<file path="src/rtl/mach_tao_xung_pkg.sv">
// ----------------------------------------------------------------------------
// mach_tao_xung_pkg : shared state encoding and widths for the pulse-train
// controller family.  Rev 1.0
// ----------------------------------------------------------------------------
`default_nettype none

package mach_tao_xung_pkg;

    localparam int W_DEF = 31;
    localparam int CNT_W = 16;

    typedef enum logic [1:0] {
        S_IDLE = 2'd0,
        S_RUN  = 2'd1,
        S_DONE = 2'd2
    } state_t;

endpackage

`default_nettype wire

</file>
<file path="src/rtl/dieu_khien_xung_bo_dem_pha.sv">
// ----------------------------------------------------------------------------
// bo_dem_pha : W-bit divide-by-(P+1) phase counter with clear, enable and
// terminal-count flag.  Rev 1.0
// ----------------------------------------------------------------------------
`default_nettype none

module bo_dem_pha
    import mach_tao_xung_pkg::*;
#(
    parameter int W = W_DEF
) (
    input  logic         clk,
    input  logic         rst_n,
    input  logic         clr_i,
    input  logic         en_i,
    input  logic [W-1:0] period_i,
    output logic [W-1:0] r_o,
    output logic         tc_o
);

    logic [W-1:0] r_q;

    assign tc_o = (r_q == period_i);
    assign r_o  = r_q;

    always_ff @(posedge clk) begin
        if (!rst_n) begin
            r_q <= '0;
        end else if (clr_i) begin
            r_q <= '0;
        end else if (en_i) begin
            r_q <= tc_o ? '0 : r_q + 1'b1;
        end
    end

endmodule

`default_nettype wire

</file>
<file path="src/rtl/dieu_khien_xung.sv">
// ----------------------------------------------------------------------------
// dieu_khien_xung : programmable pulse-train controller with burst/continuous
// runs, graceful stop and period-boundary reconfiguration.  Rev 1.0
// ----------------------------------------------------------------------------
`default_nettype none

module dieu_khien_xung
    import mach_tao_xung_pkg::*;
#(
    parameter int          W     = W_DEF,
    parameter int unsigned P_DEF = 50000000,
    parameter int unsigned H_DEF = 25000000
) (
    input  logic             clki,
    input  logic             rst_n,
    input  logic             cfg_valid,
    output logic             cfg_ready,
    input  logic [W-1:0]     cfg_period,
    input  logic [W-1:0]     cfg_high,
    input  logic [CNT_W-1:0] cfg_count,
    input  logic             start,
    input  logic             stop,
    output logic             clko,
    output logic             tick,
    output logic             busy,
    output logic             done
);

    state_t           state_q;
    logic [W-1:0]     act_p_q, act_h_q, sh_p_q, sh_h_q;
    logic [CNT_W-1:0] act_cnt_q, sh_cnt_q, pcnt_q;
    logic             sh_valid_q, stop_pend_q;

    logic [W-1:0]     r_q;
    logic             tc;
    logic             running, accept, tick_d, apply_d, burst_end_d, finish_d;

    assign running     = (state_q == S_RUN);
    assign accept      = cfg_valid & ~sh_valid_q;
    assign tick_d      = running & tc;
    assign apply_d     = tick_d & sh_valid_q;
    assign burst_end_d = tick_d & (act_cnt_q != '0) & (pcnt_q == act_cnt_q - 16'd1);
    assign finish_d    = burst_end_d | (tick_d & stop_pend_q);

    // Counter is frozen at zero outside RUN and restarts when a shadow lands.
    bo_dem_pha #(.W(W)) u_bo_dem_pha (
        .clk      (clki),
        .rst_n    (rst_n),
        .clr_i    (~running | apply_d),
        .en_i     (running),
        .period_i (act_p_q),
        .r_o      (r_q),
        .tc_o     (tc)
    );

    always_ff @(posedge clki) begin
        if (!rst_n) begin
            state_q     <= S_IDLE;
            act_p_q     <= W'(P_DEF);
            act_h_q     <= W'(H_DEF);
            act_cnt_q   <= '0;
            sh_p_q      <= '0;
            sh_h_q      <= '0;
            sh_cnt_q    <= '0;
            sh_valid_q  <= 1'b0;
            stop_pend_q <= 1'b0;
            pcnt_q      <= '0;
        end else begin
            case (state_q)
                S_IDLE: begin
                    if (start) begin
                        state_q     <= S_RUN;
                        pcnt_q      <= '0;
                        stop_pend_q <= 1'b0;
                    end
                end
                S_RUN: begin
                    if (stop)
                        stop_pend_q <= 1'b1;
                    if (tick_d)
                        pcnt_q <= pcnt_q + 16'd1;
                    if (finish_d) begin
                        state_q     <= S_DONE;
                        stop_pend_q <= 1'b0;
                    end
                    if (apply_d)
                        pcnt_q <= '0;
                end
                S_DONE:  state_q <= S_IDLE;
                default: state_q <= S_IDLE;
            endcase

            if (accept) begin
                if (running) begin
                    sh_p_q     <= cfg_period;
                    sh_h_q     <= cfg_high;
                    sh_cnt_q   <= cfg_count;
                    sh_valid_q <= 1'b1;
                end else begin
                    act_p_q   <= cfg_period;
                    act_h_q   <= cfg_high;
                    act_cnt_q <= cfg_count;
                end
            end

            if (apply_d) begin
                act_p_q    <= sh_p_q;
                act_h_q    <= sh_h_q;
                act_cnt_q  <= sh_cnt_q;
                sh_valid_q <= 1'b0;
            end
        end
    end

    assign clko      = running & (r_q < act_h_q);
    assign tick      = tick_d;
    assign busy      = running;
    assign done      = (state_q == S_DONE);
    assign cfg_ready = ~sh_valid_q;

endmodule

`default_nettype wire

</file>
<file path="config.mk">
export PLATFORM = sky130hd
export DESIGN_NAME = dieu_khien_xung
export DESIGN_NICKNAME = d
export VERILOG_FILES = /design/src/rtl/mach_tao_xung_pkg.sv /design/src/rtl/dieu_khien_xung_bo_dem_pha.sv /design/src/rtl/dieu_khien_xung.sv
export SDC_FILE = /design/constraint.sdc
export NUM_CORES = 1
export LEC_CHECK = 0
export BUFFER_PORTS_ARGS = -buffer_cell sky130_fd_sc_hd__clkbuf_2
export CAP_MARGIN = 25
export CORE_AREA = 2 2 134 136
export DETAILED_ROUTE_END_ITERATION = 10
export DIE_AREA = 0 0 136 138
export PLACE_DENSITY_LB_ADDON = 0.12
export SLEW_MARGIN = 20
export SYNTH_ARGS = -nofsm -noshare
export SYNTH_HDL_FRONTEND = slang
export SYNTH_HIERARCHICAL = 1
export SYNTH_SLANG_ARGS = --single-unit
export TNS_END_PERCENT = 10
</file>
<file path="constraint.sdc">
create_clock -name clki -period 3.35 [get_ports clki]
set_input_delay 0.67 -clock clki [delete_from_list [all_inputs] [get_ports clki]]
set_output_delay 0.67 -clock clki [all_outputs]
set_load 0.05 [all_outputs]
</file>
==> impl_metrics.yaml, run 1 <==
synth:
  synth-simple-area-share_pct: 20.9
  yosys-top-cells-area: "dfxtp_1 40%, nand2_1 11%, a21boi_0 5.9%"
  synth_common_cells: "291 x nand2_1, 207 x dfxtp_1, 81 x a21boi_0, 65 x nor2_1, 63 x xor2_1"
  synth_cell_types: 56
  seq_area_frac_synth_pct: 40.4
  synth_top_cell_by_area: "dfxtp_1"
  synth_top_cell_area_share_pct: 40.4
  synth_compound_area_share_pct: 18.4
  synth_fp_nets: 1308
  ys.flop_type: "dfxtp_1"
  ys_seq_elements: 207
  syn_area_per_cell_um2: 8.63
  synth_edf_count: 0
  synth_adder_area_share_pct: 4.27
  synthCells: 1190
  muxShareOfSynthArea_pct: 3.70
  synth_top_family_by_area: "simple AND/OR/NAND/NOR gates"
  syn_area_um2: 10300
  synth_xor_xnor_area_share_pct: 7.76
  async_flop_share_pct: 0
  yosysMostFrequentCell: "nand2_1"
  ys_warn_count: 6
setup_path:
  critPathMaxStageDelay_ps: 350
  crit-reg2reg-capture: "pcnt_q[13]"
  path_max_fanout: 5
  critical_path_class: "reg -> out"
  crit_chain: "buf_4, xor2_1, nor4_1, nand4_1, nor2_4, and2_1, clkbuf_4"
  regToRegSetupSlack_ps: 360
  critPathArrivalTime_ps: 2650
  reg2reg_from: "u_bo_dem_pha/r_o[24]"
  worst_setup_path_start_kind: "register"
  reg2reg_depth: 12
  cp_data_required_time_ps: 2680
  crit_family: "simple AND/OR/NAND/NOR gates"
  worst_path_max_delay_cell: "dfxtp_4"
  critPathBufInv: 2
  cp-end-kind: "output pin"
pwr:
  ir_drop_mv: 0.429
  leakage_uw: 0.00538
  power.density_nw_per_um2: 564
  total_power_uw: 6670
grt:
  grt_pass1_vias: 8186
  grt_pass1_wl_um: 40700
  grt_max_degree: 84
  antenna_found_initial: 0
  track_usage_pct: 26.4
  grt_overflow: 0
clock_network:
  cts_buffers: 23
  htreeDepth: 1
  cts.clk_slew.worst_paths_ps: 60
  ctsHoldBuffers: 0
  clockBufferDepth: 3
  clock_latency_ps: 510
  numClockSinks: 207
  cts_tree: "built"
  clock-root-buffer: "clkbuf_16"
final_layout:
  drive_gt1_share_pct: 14.3
  insertedDiodeCount: 0
  fillers: 1495
  area_delta_synth_final_pct: 15.1
  fin_util_pct: 67.4
  nets: 1369
min_path:
  hold_class: "in -> reg"
  hold_end: "sh_p_q[19]"
  hold_path_depth: 3
  timing.hold.worst.start: "cfg_period[19]"
placed_design:
  place_ws_ps: 307
  gp_congestion: 0.906
  dp_hpwl_um: 16700
  portBuffers: 87
routing:
  postRouteWirelength_um: 24900
  routed_via_density: 5.67
  ant_nets: 0
  vias: 8481
  avgRoutedWirePerCell_um: 16.7
  drc: 0
  first_pass_iters: 5
  drtIter0Drc: 617
run:
  maxCapViolCount: 0
status:
  status: "finished clean"
sta:
  timing.final.crit_share_pct: 99.0
  finalMaxSlewViolations: 0
  fin_skew_ps: 14.4
  slew_headroom_pct: 45.7
  whs_ps: 399
  hold_viol_final: 0
  fin_crit_ps: 3320
  fin_ws_ps: 32.6
  worst_pin_slew_ps: 809
  fin_tns_setup_ps: 0
  max_clock_freq_mhz: 301
  setup_viol: 0
die:
  die_w_um: 136
  die_y_um: 138
  die-area_um2: 18800
  io_pins: 88
  std_cell_rows: 49
  core_um2: 17500
  start_util_pct: 58.6
-- cell families (layout without fill, tap and decap cells) --
| logic type | after synthesis | in the layout |
|---|---|---|
| buf+inv | 114 | 192 |
| flops | 207 | 207 |
| fa+ha+maj | 35 | 35 |
| simple gates | 474 | 474 |
| compound gates | 231 | 231 |
| xor+xnor | 91 | 91 |
| mux | 38 | 38 |
-- per-layer routing --
metal | wire (um) | GRT usage [%] | share of wire (%) | up-vias
met5 | 0 | 0 | 0 | -
met4 | 517 | 6.96 | 2.1 | 0
met3 | 1280 | 4.11 | 5.1 | 40
met2 | 11900 | 44.0 | 48 | 199
met1 | 11200 | 35.6 | 45 | 4009
li1 | - | - | - | 4233
-- report_power, final --
group          internal [uW]  switching (uW)  leakage (uW)
clock                   1690            1020      0.000403
sequential              2660             149       0.00169
combinational            487             663       0.00329
-- state kept, by name, indices dropped and copies added (netlist names) --
name	flops
pcnt_q	16
act_p_q	31
u_bo_dem_pha/r_o	31
act_h_q	31
sh_cnt_q	16
sh_p_q	31
sh_h_q	31
sh_valid_q	1
act_cnt_q	16
stop_pend_q	1
state_q	2
-- worst register-to-register path: cells and delay by family, from the launching register on --
family,cells,cell delay [ps]
buffers and inverters,2,320
AND/OR/NAND/NOR,7,1750
flip-flops,1,350
XOR/XNOR,1,160
AO/OA/AOI/OAI,2,330
-- layout by cell type, fill, tap and decap left out, drive strengths merged, types with 15 or more instances in the layout --
cell	instances
nand2	291
dfxtp	207
clkbuf	119
a21boi	81
nor2	65
xor2	63
o211a	55
inv	45
mux2i	38
ha	35
xnor2	28
nand3	27
o211ai	24
a221o	24
nand4	22
buf	21
nor4	17
o21ai	15
nor3	15
-- how the worst max path moves through the flow --
stage | start | end | slack, ps | cells past startpoint
3_5_place_dp | u_bo_dem_pha/r_o[24] | clko | 310 | 9
2_1_floorplan | u_bo_dem_pha/r_o[24] | clko | 180 | 8
4_1_cts | act_h_q[24] | clko | -3 | 10
6_report | u_bo_dem_pha/r_o[24] | tick | 30 | 7
3_3_place_gp | u_bo_dem_pha/r_o[24] | clko | 340 | 9
5_1_grt | u_bo_dem_pha/r_o[24] | tick | -10 | 7
-- repair_timing --
item,in CTS,in global routing
resized for setup,11,16
endpoints found under the hold margin,0,0
setup endpoints to repair,2,2
setup buffers,0,2
pin swaps,4,10
-- cell type report --
class | instances | area, um2 | share of cell area [%]
multi-input combinational | 869 | 5740 | 48.5
sequential | 207 | 4160 | 35.2
timing repair buffer | 107 | 662 | 5.60
clock inverter | 9 | 156 | 1.32
clock buffer | 33 | 663 | 5.61
inverter | 43 | 161 | 1.37
tap | 229 | 287 | 2.42
-- stage by stage --
stage | instance area (um2) | cells
finish | 11800 | 1497
global route | 11800 | 1497
CTS | 11800 | 1495
detailed placement | 10900 | 1453
global placement | 10900 | 1453
floorplan | 10300 | 1190
(Power assumes the default switching activity.)
==> run 2, diff against run 1 <==
Settings changed: BUFFER_PORTS_ARGS -buffer_cell sky130_fd_sc_hd__clkbuf_2 to unset, CORE_AREA 2 2 134 136 to 2 2 132 134, DIE_AREA 0 0 136 138 to 0 0 134 136, DONT_BUFFER_PORTS set to 1.
==> impl_metrics.yaml, run 2 (same netlist as run 1, synthesis figures left out) <==
die:
  io_pins: 88
  die_w_um: 134
  std_cell_rows: 48
  die-area_um2: 18200
  start_util_pct: 60.8
  core_um2: 16900
  die_y_um: 136
routing:
  postRouteWirelength_um: 24100
  ant_nets: 0
  routed_via_density: 5.76
  vias: 8089
  drc: 0
  avgRoutedWirePerCell_um: 17.2
  first_pass_iters: 5
  drtIter0Drc: 557
setup_path:
  worst-path-stages: 10
  critical_path_class: "reg -> out"
  critPathMaxStageDelay_ps: 330
  crit_start: "act_h_q[12]"
  worst_path_max_delay_cell: "dfxtp_1"
  cp_data_required_time_ps: 2680
  reg2reg_from: "u_bo_dem_pha/r_o[3]"
  reg2reg_depth: 9
  worst_setup_path_start_kind: "register"
  crit_chain: "inv_1, ha_1, a21o_1, a21o_1, a21oi_1, o21ai_0, a21oi_1, o21ai_2, nor4_4, buf_6"
  path_max_fanout: 2
  regToRegSetupSlack_ps: 540
  critPathArrivalTime_ps: 2500
  critPathBufInv: 2
  crit_family: "compound AO/OA/AOI/OAI gates"
  cp-end-kind: "output pin"
clock_network:
  htreeDepth: 1
  cts_buffers: 23
  clock_latency_ps: 510
  ctsHoldBuffers: 0
  cts_tree: "built"
  numClockSinks: 207
  clockBufferDepth: 3
  postCtsSetupBuffers: 0
  clock-root-buffer: "clkbuf_16"
  cts.clk_slew.worst_paths_ps: 60
min_path:
  hold_class: "in -> reg"
  hold_path_depth: 2
  timing.hold.worst.start: "cfg_period[18]"
sta:
  hold_viol_final: 0
  setup_viol: 0
  fin_tns_setup_ps: 0
  slew_headroom_pct: 28.0
  fin_skew_ps: 10.5
  fin_crit_ps: 3170
  timing.final.crit_share_pct: 94.6
  finalMaxSlewViolations: 0
  max_clock_freq_mhz: 316
  worst_pin_slew_ps: 1080
  rsz0062_at_grt: "no"
run:
  maxCapViolCount: 0
pwr:
  ir_drop_mv: 0.465
  leakage_uw: 0.00497
  power.density_nw_per_um2: 569
final_layout:
  final_common_cell: "nand2_1"
  instances_no_fill: 1404
  nets: 1280
  drive_gt1_share_pct: 7.04
  insertedDiodeCount: 0
  area_delta_synth_final_pct: 9.75
  layout_common_cells: "290 x nand2_1, 201 x dfxtp_1, 81 x a21boi_0"
placed_design:
  portBuffers: 0
  gp_congestion: 0.895
  place_inst: 1362
  dp_hpwl_um: 16200
grt:
  track_usage_pct: 26.6
  grt_pass1_wl_um: 39500
  antenna_found_initial: 0
  grt_pass1_vias: 7723
  grt_overflow: 0
  grt_max_degree: 168
status:
  status: "finished clean"
## run 2: cell types whose count changed in the layout (fill, tap and decap cells not counted), moves of 2 or more
cell | before | now
clkbuf_2 | 84 | 0
buf_4 | 16 | 13
clkbuf_8 | 6 | 3
a21oi_1 | 8 | 10
a21oi_2 | 4 | 2
buf_12 | 5 | 3
clkbuf_1 | 5 | 7
clkinv_2 | 2 | 4
dfxtp_1 | 199 | 201
dfxtp_2 | 7 | 5
inv_6 | 3 | 1
## run 2: what timing repair did
action / CTS / global route
gates resized for setup: 9 / 6
endpoints found under the setup margin: 1 / 2
gates cloned: 0 / 0
pin swaps: 5 / 2
## run 2: where the power goes
group	internal, uW	switching, uW	total (uW)
sequential	2660	146	2800
clock	1570	1010	2580
combinational	441	590	1030
total	4660	1740	6410
## run 2: path summary, 6_finish.rpt
path,end
worst max-delay path,clko
worst min-delay path,sh_p_q[18]
worst max register to register,act_p_q[7]
worst min register to register,sh_p_q[5]
## run 2: stage by stage
stage                     worst slack [ps]  total power (uW)  cell area [um2]  util, %  hold WS, ps
after detailed placement               401              3870            10500     61.9          456
final                                  181              6410            11300     66.8          296
after global placement                 403              3840            10400     61.8          450
after CTS                             34.8              6450            11200     66.6          285
after global routing                  10.6              6690            11300     66.8          289
after floorplan                        175              3650            10300        -          444
## run 2: layer usage
layer	track usage (%)	vias up	routed length, um
met4	7.21	0	594
met3	5.70	47	1410
met5	0	-	0
met1	35.3	3802	10900
li1	-	4063	-
met2	44.1	177	11200
## run 2: final cells by class
class	count	area (um2)
Sequential cell	207	4150
Tap cell	225	282
Timing Repair Buffer	18	184
Clock inverter	9	126
Clock buffer	33	643
Inverter	43	161
Multi-Input combinational cell	869	5720
Fill cell	1396	5610
